[src/rtl/muldiv_unit.sv]
// Iterative multiply/divide unit owning the HI/LO register pair.
// MULTU/MULT use shift-add, DIVU/DIV use restoring division; both take one
// bit per cycle over magnitudes, then a single FIX cycle applies signs and
// writes HI/LO. MTHI/MTLO write directly from IDLE.
module muldiv_unit #(
  parameter int WIDTH = 32,
  parameter int CNT_W = 6
) (
  input  logic             clk,
  input  logic             rst_n,
  input  logic             op_valid,
  input  logic [2:0]       op,
  input  logic [WIDTH-1:0] src_a,
  input  logic [WIDTH-1:0] src_b,
  input  logic             flush,
  output logic             ready,
  output logic             busy,
  output logic             done,
  output logic [WIDTH-1:0] hi,
  output logic [WIDTH-1:0] lo
);

  localparam logic [2:0] OP_MULTU = 3'b001;
  localparam logic [2:0] OP_MULT  = 3'b010;
  localparam logic [2:0] OP_DIVU  = 3'b011;
  localparam logic [2:0] OP_DIV   = 3'b100;
  localparam logic [2:0] OP_MTHI  = 3'b101;
  localparam logic [2:0] OP_MTLO  = 3'b110;

  typedef enum logic [1:0] {S_IDLE, S_CALC, S_FIX} state_t;

  state_t           r_state;
  logic [CNT_W-1:0] r_cnt;
  logic [WIDTH-1:0] r_hi;
  logic [WIDTH-1:0] r_lo;
  // r_opnd: multiplicand (mul) or divisor (div) magnitude
  logic [WIDTH-1:0] r_opnd;
  // r_rem/r_quo: upper/lower product halves (mul) or remainder/quotient (div)
  logic [WIDTH-1:0] r_rem;
  logic [WIDTH-1:0] r_quo;
  logic             r_done;
  logic             r_is_div;
  logic             r_neg_q;
  logic             r_neg_r;
  logic             r_div0;

  logic             w_accept;
  logic             w_signed;
  logic             w_sa;
  logic             w_sb;
  logic [WIDTH-1:0] w_mag_a;
  logic [WIDTH-1:0] w_mag_b;
  logic [WIDTH:0]   w_mul_sum;
  logic [WIDTH:0]   w_div_shift;
  logic [WIDTH-1:0] w_div_diff;
  logic             w_div_ge;
  logic [WIDTH-1:0] w_rem_nxt;
  logic [WIDTH-1:0] w_quo_nxt;

  function automatic logic [WIDTH-1:0] f_fix_w(input logic [WIDTH-1:0] v, input logic neg);
    return neg ? (~v + WIDTH'(1)) : v;
  endfunction

  function automatic logic [2*WIDTH-1:0] f_fix_2w(input logic [2*WIDTH-1:0] v, input logic neg);
    return neg ? (~v + (2*WIDTH)'(1)) : v;
  endfunction

  assign ready    = (r_state == S_IDLE);
  assign busy     = (r_state != S_IDLE);
  assign done     = r_done;
  assign hi       = r_hi;
  assign lo       = r_lo;

  assign w_accept = op_valid & ready & ~flush;
  assign w_signed = (op == OP_MULT) | (op == OP_DIV);
  assign w_sa     = w_signed & src_a[WIDTH-1];
  assign w_sb     = w_signed & src_b[WIDTH-1];
  assign w_mag_a  = f_fix_w(src_a, w_sa);
  assign w_mag_b  = f_fix_w(src_b, w_sb);

  // Shift-add step: add multiplicand when the current multiplier LSB is set.
  assign w_mul_sum   = {1'b0, r_rem} + (r_quo[0] ? {1'b0, r_opnd} : '0);
  // Restoring step: shift next dividend bit into the partial remainder.
  // The low WIDTH bits of the difference are exact whenever w_div_ge holds.
  assign w_div_shift = {r_rem, r_quo[WIDTH-1]};
  assign w_div_ge    = (w_div_shift >= {1'b0, r_opnd});
  assign w_div_diff  = w_div_shift[WIDTH-1:0] - r_opnd;

  // Next partial result for one iteration of the selected algorithm.
  always_comb begin
    w_rem_nxt = r_rem;
    w_quo_nxt = r_quo;
    if (r_is_div) begin
      if (w_div_ge) begin
        w_rem_nxt = w_div_diff;
        w_quo_nxt = {r_quo[WIDTH-2:0], 1'b1};
      end else begin
        w_rem_nxt = w_div_shift[WIDTH-1:0];
        w_quo_nxt = {r_quo[WIDTH-2:0], 1'b0};
      end
    end else begin
      {w_rem_nxt, w_quo_nxt} = {w_mul_sum, r_quo[WIDTH-1:1]};
    end
  end

  // Control FSM plus HI/LO and iteration registers.
  always_ff @(posedge clk or negedge rst_n) begin
    if (!rst_n) begin
      r_state  <= S_IDLE;
      r_cnt    <= '0;
      r_hi     <= '0;
      r_lo     <= '0;
      r_opnd   <= '0;
      r_rem    <= '0;
      r_quo    <= '0;
      r_done   <= 1'b0;
      r_is_div <= 1'b0;
      r_neg_q  <= 1'b0;
      r_neg_r  <= 1'b0;
      r_div0   <= 1'b0;
    end else begin
      r_done <= 1'b0;
      case (r_state)
        S_IDLE: begin
          if (w_accept) begin
            case (op)
              OP_MTHI: r_hi <= src_a;
              OP_MTLO: r_lo <= src_a;
              OP_MULTU, OP_MULT: begin
                r_opnd   <= w_mag_a;
                r_quo    <= w_mag_b;
                r_rem    <= '0;
                r_is_div <= 1'b0;
                r_neg_q  <= w_sa ^ w_sb;
                r_neg_r  <= 1'b0;
                r_div0   <= 1'b0;
                r_cnt    <= CNT_W'(WIDTH);
                r_state  <= S_CALC;
              end
              OP_DIVU, OP_DIV: begin
                r_opnd   <= w_mag_b;
                r_quo    <= w_mag_a;
                r_rem    <= '0;
                r_is_div <= 1'b1;
                r_neg_q  <= w_sa ^ w_sb;
                r_neg_r  <= w_sa;
                r_div0   <= (src_b == '0);
                r_cnt    <= CNT_W'(WIDTH);
                r_state  <= S_CALC;
              end
              default: ;
            endcase
          end
        end
        S_CALC: begin
          if (flush) begin
            r_state <= S_IDLE;
          end else begin
            r_rem <= w_rem_nxt;
            r_quo <= w_quo_nxt;
            r_cnt <= r_cnt - CNT_W'(1);
            if (r_cnt == CNT_W'(1)) begin
              r_state <= S_FIX;
            end
          end
        end
        S_FIX: begin
          if (flush) begin
            r_state <= S_IDLE;
          end else begin
            if (r_is_div) begin
              // With a zero divisor the remainder path reproduces |src_a|,
              // and re-applying the dividend sign restores src_a exactly.
              r_lo <= r_div0 ? '1 : f_fix_w(r_quo, r_neg_q);
              r_hi <= f_fix_w(r_rem, r_neg_r);
            end else begin
              {r_hi, r_lo} <= f_fix_2w({r_rem, r_quo}, r_neg_q);
            end
            r_done  <= 1'b1;
            r_state <= S_IDLE;
          end
        end
        default: r_state <= S_IDLE;
      endcase
    end
  end

endmodule

[config.mk]
export PLATFORM = sky130hd
export DESIGN_NAME = muldiv_unit
export DESIGN_NICKNAME = d
export VERILOG_FILES = /design/src/rtl/muldiv_unit.sv
export SDC_FILE = /design/constraint.sdc
export NUM_CORES = 1
export LEC_CHECK = 0
export BUFFER_PORTS_ARGS = -buffer_cell sky130_fd_sc_hd__buf_2
export CAP_MARGIN = 5
export CORE_ASPECT_RATIO = 0.5
export CORE_MARGIN = 4
export CORE_UTILIZATION = 30
export DETAILED_ROUTE_END_ITERATION = 12
export GPL_TIMING_DRIVEN = 0
export MAX_ROUTING_LAYER = met4
export SLEW_MARGIN = 40
export SYNTH_ARGS = -nofsm -noshare
export SYNTH_HDL_FRONTEND = slang
export SYNTH_SLANG_ARGS = --single-unit
[constraint.sdc]
create_clock -name clk -period 3.1 [get_ports clk]
set_input_delay 0.155 -clock clk [delete_from_list [all_inputs] [get_ports clk]]
set_output_delay 0.155 -clock clk [all_outputs]
set_load 0.05 [all_outputs]
After elaboration in Yosys (flattened, before gate mapping). Cells that the tools add are included.

$add $sub $neg: 8. Magnitude comparators: 1. Equal/unequal tests: 17. Multiplexer cells: 44. Bitwise logic cells: 12. Reduce and logical (&&, ||, !) cells: 16.

Operators with widths (number): $mux W32 (22); $pmux W32 S2 (6); $add A32 B1 Y32 const B (4); $not A32 Y32 (4); $add A64 B1 Y64 const B (1); $mux W64 (1); $not A64 Y64 (1); $add A32 B32 Y33 (1); $ge A33 B32 Y1 (1); $logic_not A32 Y1 (1); $sub A32 B32 Y32 (1); $mux W6 (3); $reduce_and A4 Y1 (4); $pmux W6 S2 (1); $eq A3 B3 Y1 const B (3); $reduce_and A3 Y1 (3); $mux W2 (4); $reduce_bool A2 Y1 (4); $eq A3 B2 Y1 const B (2); $eq A6 B1 Y1 const B (1); $ne A2 B1 Y1 const B (3); $ne A2 B2 Y1 const B (3); $pmux W1 S2 (3); $sub A6 B1 Y6 const B (1); 14 further kinds (20).

Register bits: 173. Input port bits: 71. Output and inout bits: 67. Logic and storage cells: 110.

Depth between registers and ports, before layout.
Word-level depth: 7. Depth in mapped cells: 15. Depth with buffers taken out: 13.

Worst setup path after synthesis. No wires, ideal clock.

Kind: flip-flop to flip-flop. Start point: register r_quo[31]. End point: register r_rem[24]. Library setup time: 138 ps. Data arrival time: 2990 ps. Required time: 2962 ps. Slack: -28 ps. Stages on the path, launching flop included: 15. Buffers on the path: 1. Period minus slack after synthesis: 3128 ps. Cells stage by stage: dfrtp_1 > clkbuf_1 > inv_1 > ha_1 > inv_1 > fa_1 > a211oi_1 > nor2_1 > o21a_1 > a221oi_1 > o311ai_0 > a221oi_1 > xnor2_1 > a22oi_1 > o211ai_1.

Longest elaborated chain between the ends: 5. Elaborated cells between the ends (all ways): 6. Those cells by class: add/sub (1); order compare (1); mux (4).

Ends and longest elaborated chain: start, declared (line 40) `logic [WIDTH-1:0] r_quo;`; start signal, assigned (line 131) `r_quo <= w_mag_b;`; start signal, assigned (line 142) `r_quo <= w_mag_a;`; start signal, assigned (line 160) `r_quo <= w_quo_nxt;`; $sub A32 B32 Y32 or $ge A33 B32 Y1 (tied branches) (line 87, 86); $mux W32 (*) (line 94) `if (w_div_ge) begin`; $mux W32 (*) (line 93) `if (r_is_div) begin`; $mux W32 (*) (line 156) `if (flush) begin`; $pmux W32 S2 (*) (line 123) `case (r_state)`; end signal, assigned (line 159) `r_rem <= w_rem_nxt;`; end, declared (line 39) `logic [WIDTH-1:0] r_rem;`.

Every way passes the cells marked *; elsewhere a longest branch is shown, timed or not. The select of a mux whose other input is x is not followed. A chain may end at the register's enable or synchronous reset.

Worst setup path in the final report.
Start point: register r_quo[0]. End point: register r_rem[23].

Longest elaborated chain between the ends: 5.

Ends and longest elaborated chain: $mux W32 (line 82) `assign w_mul_sum = {1'b0, r_rem} + (r_quo[0] ? {1'b0, r_opnd} : '0);`; $add A32 B32 Y33 (line 82); $mux W32 (line 93); $mux W32 (line 156); $pmux W32 S2 (line 123).

No other way between the ends. The select of a mux whose other input is x is not followed.

==> flow_summary.yaml <==
setup_path:
  cp.arrival_ns: 3.57
  end_kind: "flop"
  path_delay_family: "compound AO/OA/AOI/OAI gates"
  cp-start-kind: "flop"
  critPathMaxFanout: 3
  crit_required_ns: 3.41
  path_buf_inv: 2
  crit_path_max_incr_delay_ns: 0.45
  cp_common_cell: "a21o_1"
  cp_cell_sequence: "buf_6, and2_4, ha_4, inv_2, fa_2, nand2b_4, a21o_1, a32oi_4, a21o_1, a221oi_4, o211a_1, o31ai_2, xnor2_1, o211ai_1"
  slowest_stage: "dfrtp_2"
  crit_type: "flop to flop"
clocking:
  insertion_delay_ns: 0.47
  clock-sinks: 173
  cts_tree: "done"
  cts_buffers: 17
  cts_root_buffer: "clkbuf_16"
  clk_pin_slew_ns: 0.08
  htree_levels: 4
  cts_buffer_depth: 2
synthesis:
  yosysTopAreaCell: "dfrtp_1"
  ys_seq_area_share_pct: 28.6
  syn_nets: 2087
  netlist_top_cells_count: "236 x nand2_1, 210 x o21ai_0, 173 x dfrtp_1, 167 x nor2_1, 136 x a21oi_1"
  synth_area_sq_um: 15100
  synth_cells: 1944
  synth_cell_type_count: 75
  synth_edf_count: 0
  yosys_most_used_dff: "dfrtp_1"
  postSynth.asyncResetShare_pct: 100
  synth_top_area_share_pct: 28.6
  ys_ff_latch: 173
  avgSynthCellArea_sq_um: 7.79
  ys_warn_count: 0
  synth.most_common_cell: "nand2_1"
  synth_area_leaders: "dfrtp_1 29%, o21ai_0 6.9%, xnor2_1 6.0%"
global_routing:
  grt_pass1_wl_um: 96000
  overflow: 0
  grt_use_total_pct: 23.5
  grt_antenna_before_repair: 0
  grt_start_max_net_pins: 64
  grt_pass1_vias: 15553
layout:
  layout-drive-gt1-share_pct: 20.1
  antenna_cells: 0
  area_growth_pct: 23.2
  final_area_sq_um: 18700
  fin_util_pct: 37.9
  nets: 2287
pwr:
  powerDensity_nw_per_um2: 1030
  ir_drop_v: 0.000418
  p_leak_nw: 7.79
worst_hold_path:
  hold_class: "primary input to flop"
route:
  wl_um: 66000
  drtPass1Iterations: 6
  antenna_left: 0
  via_per_inst: 5.93
  drc: 0
  wl_per_cell_um: 23.5
  drt_iter0_drc: 2079
  num_vias: 16636
placement:
  port_buffers: 134
  pre_cts_ws_ns: -1.37
  gp_congestion: 1.01
  dp_hpwl_um: 50800
  dpl_cell_area_sq_um: 16700
timing:
  fmax_ghz: 0.307
  relSlewSlack_pct: 37.7
  clock_skew_ns: 0.0184
  fin_ws_ns: -0.155
  worstMarginPinSlew_ns: 0.928
  fin_crit_sh_pct: 105
  maxSlewViolCount: 0
  grt_setup_unrepaired: "true"
  hold_viol: 0
  setup_viol_count_final: 7
  min_period_ns: 3.26
floorplan:
  die_w_um: 326
  start_util_pct: 30.8
  core_area_sq_um: 49200
  ioPinCount: 138
  die_height_um: 167
  die_area_sq_um: 54300
  std_cell_rows: 57
status:
  outcome: "finished, violations left"
  violations: "negative setup slack"
run:
  drv_cap: 0
==> state kept, by name, summed over array words and instances, names as in the netlist <==
register,count
r_is_div,1
lo,32
r_state,2
r_rem,32
r_div0,1
r_neg_r,1
hi,32
r_neg_q,1
r_cnt,6
r_quo,32
done,1
r_opnd,32
==> logic make-up after synthesis <==
logic type | count (synthesis) | synth area share [%]
buf+inv | 194 | 4.93
flops | 173 | 28.6
xor+xnor | 175 | 10.1
simple gates | 623 | 19.4
mux | 58 | 3.85
compound gates | 649 | 27.1
fa+ha+maj | 72 | 6.05
==> area by class of cell <==
class | instances | area (sq um)
Buffer | 107 | 459
Tap cell | 649 | 812
Sequential cell | 173 | 4360
Timing Repair Buffer | 195 | 1250
Clock buffer | 19 | 433
Fill cell | 5103 | 30600
Clock inverter | 13 | 145
Multi-Input combinational cell | 1578 | 10900
Inverter | 72 | 275
==> worst paths after layout <==
path | slack [ns] | start | endpoint | cells after the start
max in group asynchronous | 1.87 | rst_n | r_opnd[1] | 5
worst min-delay path | 0.05 | src_b[30] | r_div0 | 3
worst max register to register | -0.16 | r_quo[0] | r_rem[23] | 14
worst min register to register | 0.47 | hi[22] | hi[22] | 2
min in group asynchronous | 0.08 | rst_n | r_rem[17] | 2
worst max-delay path | -0.16 | r_quo[0] | r_rem[23] | 14
==> worst reg2reg max path: cells and delay by family, from the launching register on <==
| kind | cells | cell delay [ns] |
|---|---|---|
| AND/OR/NAND/NOR | 2 | 0.30 |
| XOR/XNOR | 1 | 0.15 |
| AO/OA/AOI/OAI | 7 | 1.54 |
| buffers and inverters | 2 | 0.19 |
| adder cells (fa/ha/maj) | 2 | 0.46 |
| flip-flops | 1 | 0.45 |
==> repair_timing <==
action	CTS	global route
setup buffers	36	21
resized for setup	137	93
cloned	0	2
setup endpoints to repair	66	58
endpoints found under the hold margin	71	0
pin swaps	26	47
hold buffers	1	0
==> through the flow <==
stage / TNS, ns / total power [mW] / cells / hold WS, ns
floorplan: 0 / 11.5 / 1944 / -0.141
global placement: -240.81 / 14.6 / 2727 / 0.461
detailed placement: -41.61 / 14.6 / 2730 / -0.0295
CTS: -0.0691 / 18.3 / 2790 / 0.0464
global route: -1.51 / 20.2 / 2806 / 0.0385
finish: -0.352 / 19.2 / 2806 / 0.0523
==> power by group <==
| part | leakage [nW] | internal [mW] | switching [mW] | total, mW |
|---|---|---|---|---|
| Combinational | 5.35 | 4.87 | 7.86 | 12.7 |
| Clock | 0.285 | 1.15 | 1.11 | 2.25 |
| Sequential | 2.16 | 3.05 | 1.18 | 4.24 |
==> per-layer routing <==
metal	vias up	track usage, %	wire length, um	part of all wire [%]
li1	7458	-	-	-
met1	8027	30.3	26800	41
met2	953	35.0	28800	44
met3	198	6.27	7380	11
met4	0	9.71	2990	4.5
met5	-	-	0	0
==> layout by cell type, fill, tap and decap left out, drive strengths merged, types with 70 or more instances in the layout <==
| cell | synthesis | routed |
|---|---|---|
| a21oi | 137 | 137 |
| dfrtp | 173 | 173 |
| inv | 72 | 80 |
| clkbuf | 96 | 100 |
| xor2 | 72 | 72 |
| buf | 26 | 220 |
| xnor2 | 103 | 103 |
| nand2 | 236 | 236 |
| ha | 70 | 70 |
| o21ai | 218 | 219 |
| nor2 | 168 | 168 |
Note: power is estimated with default switching activity, not from simulation.
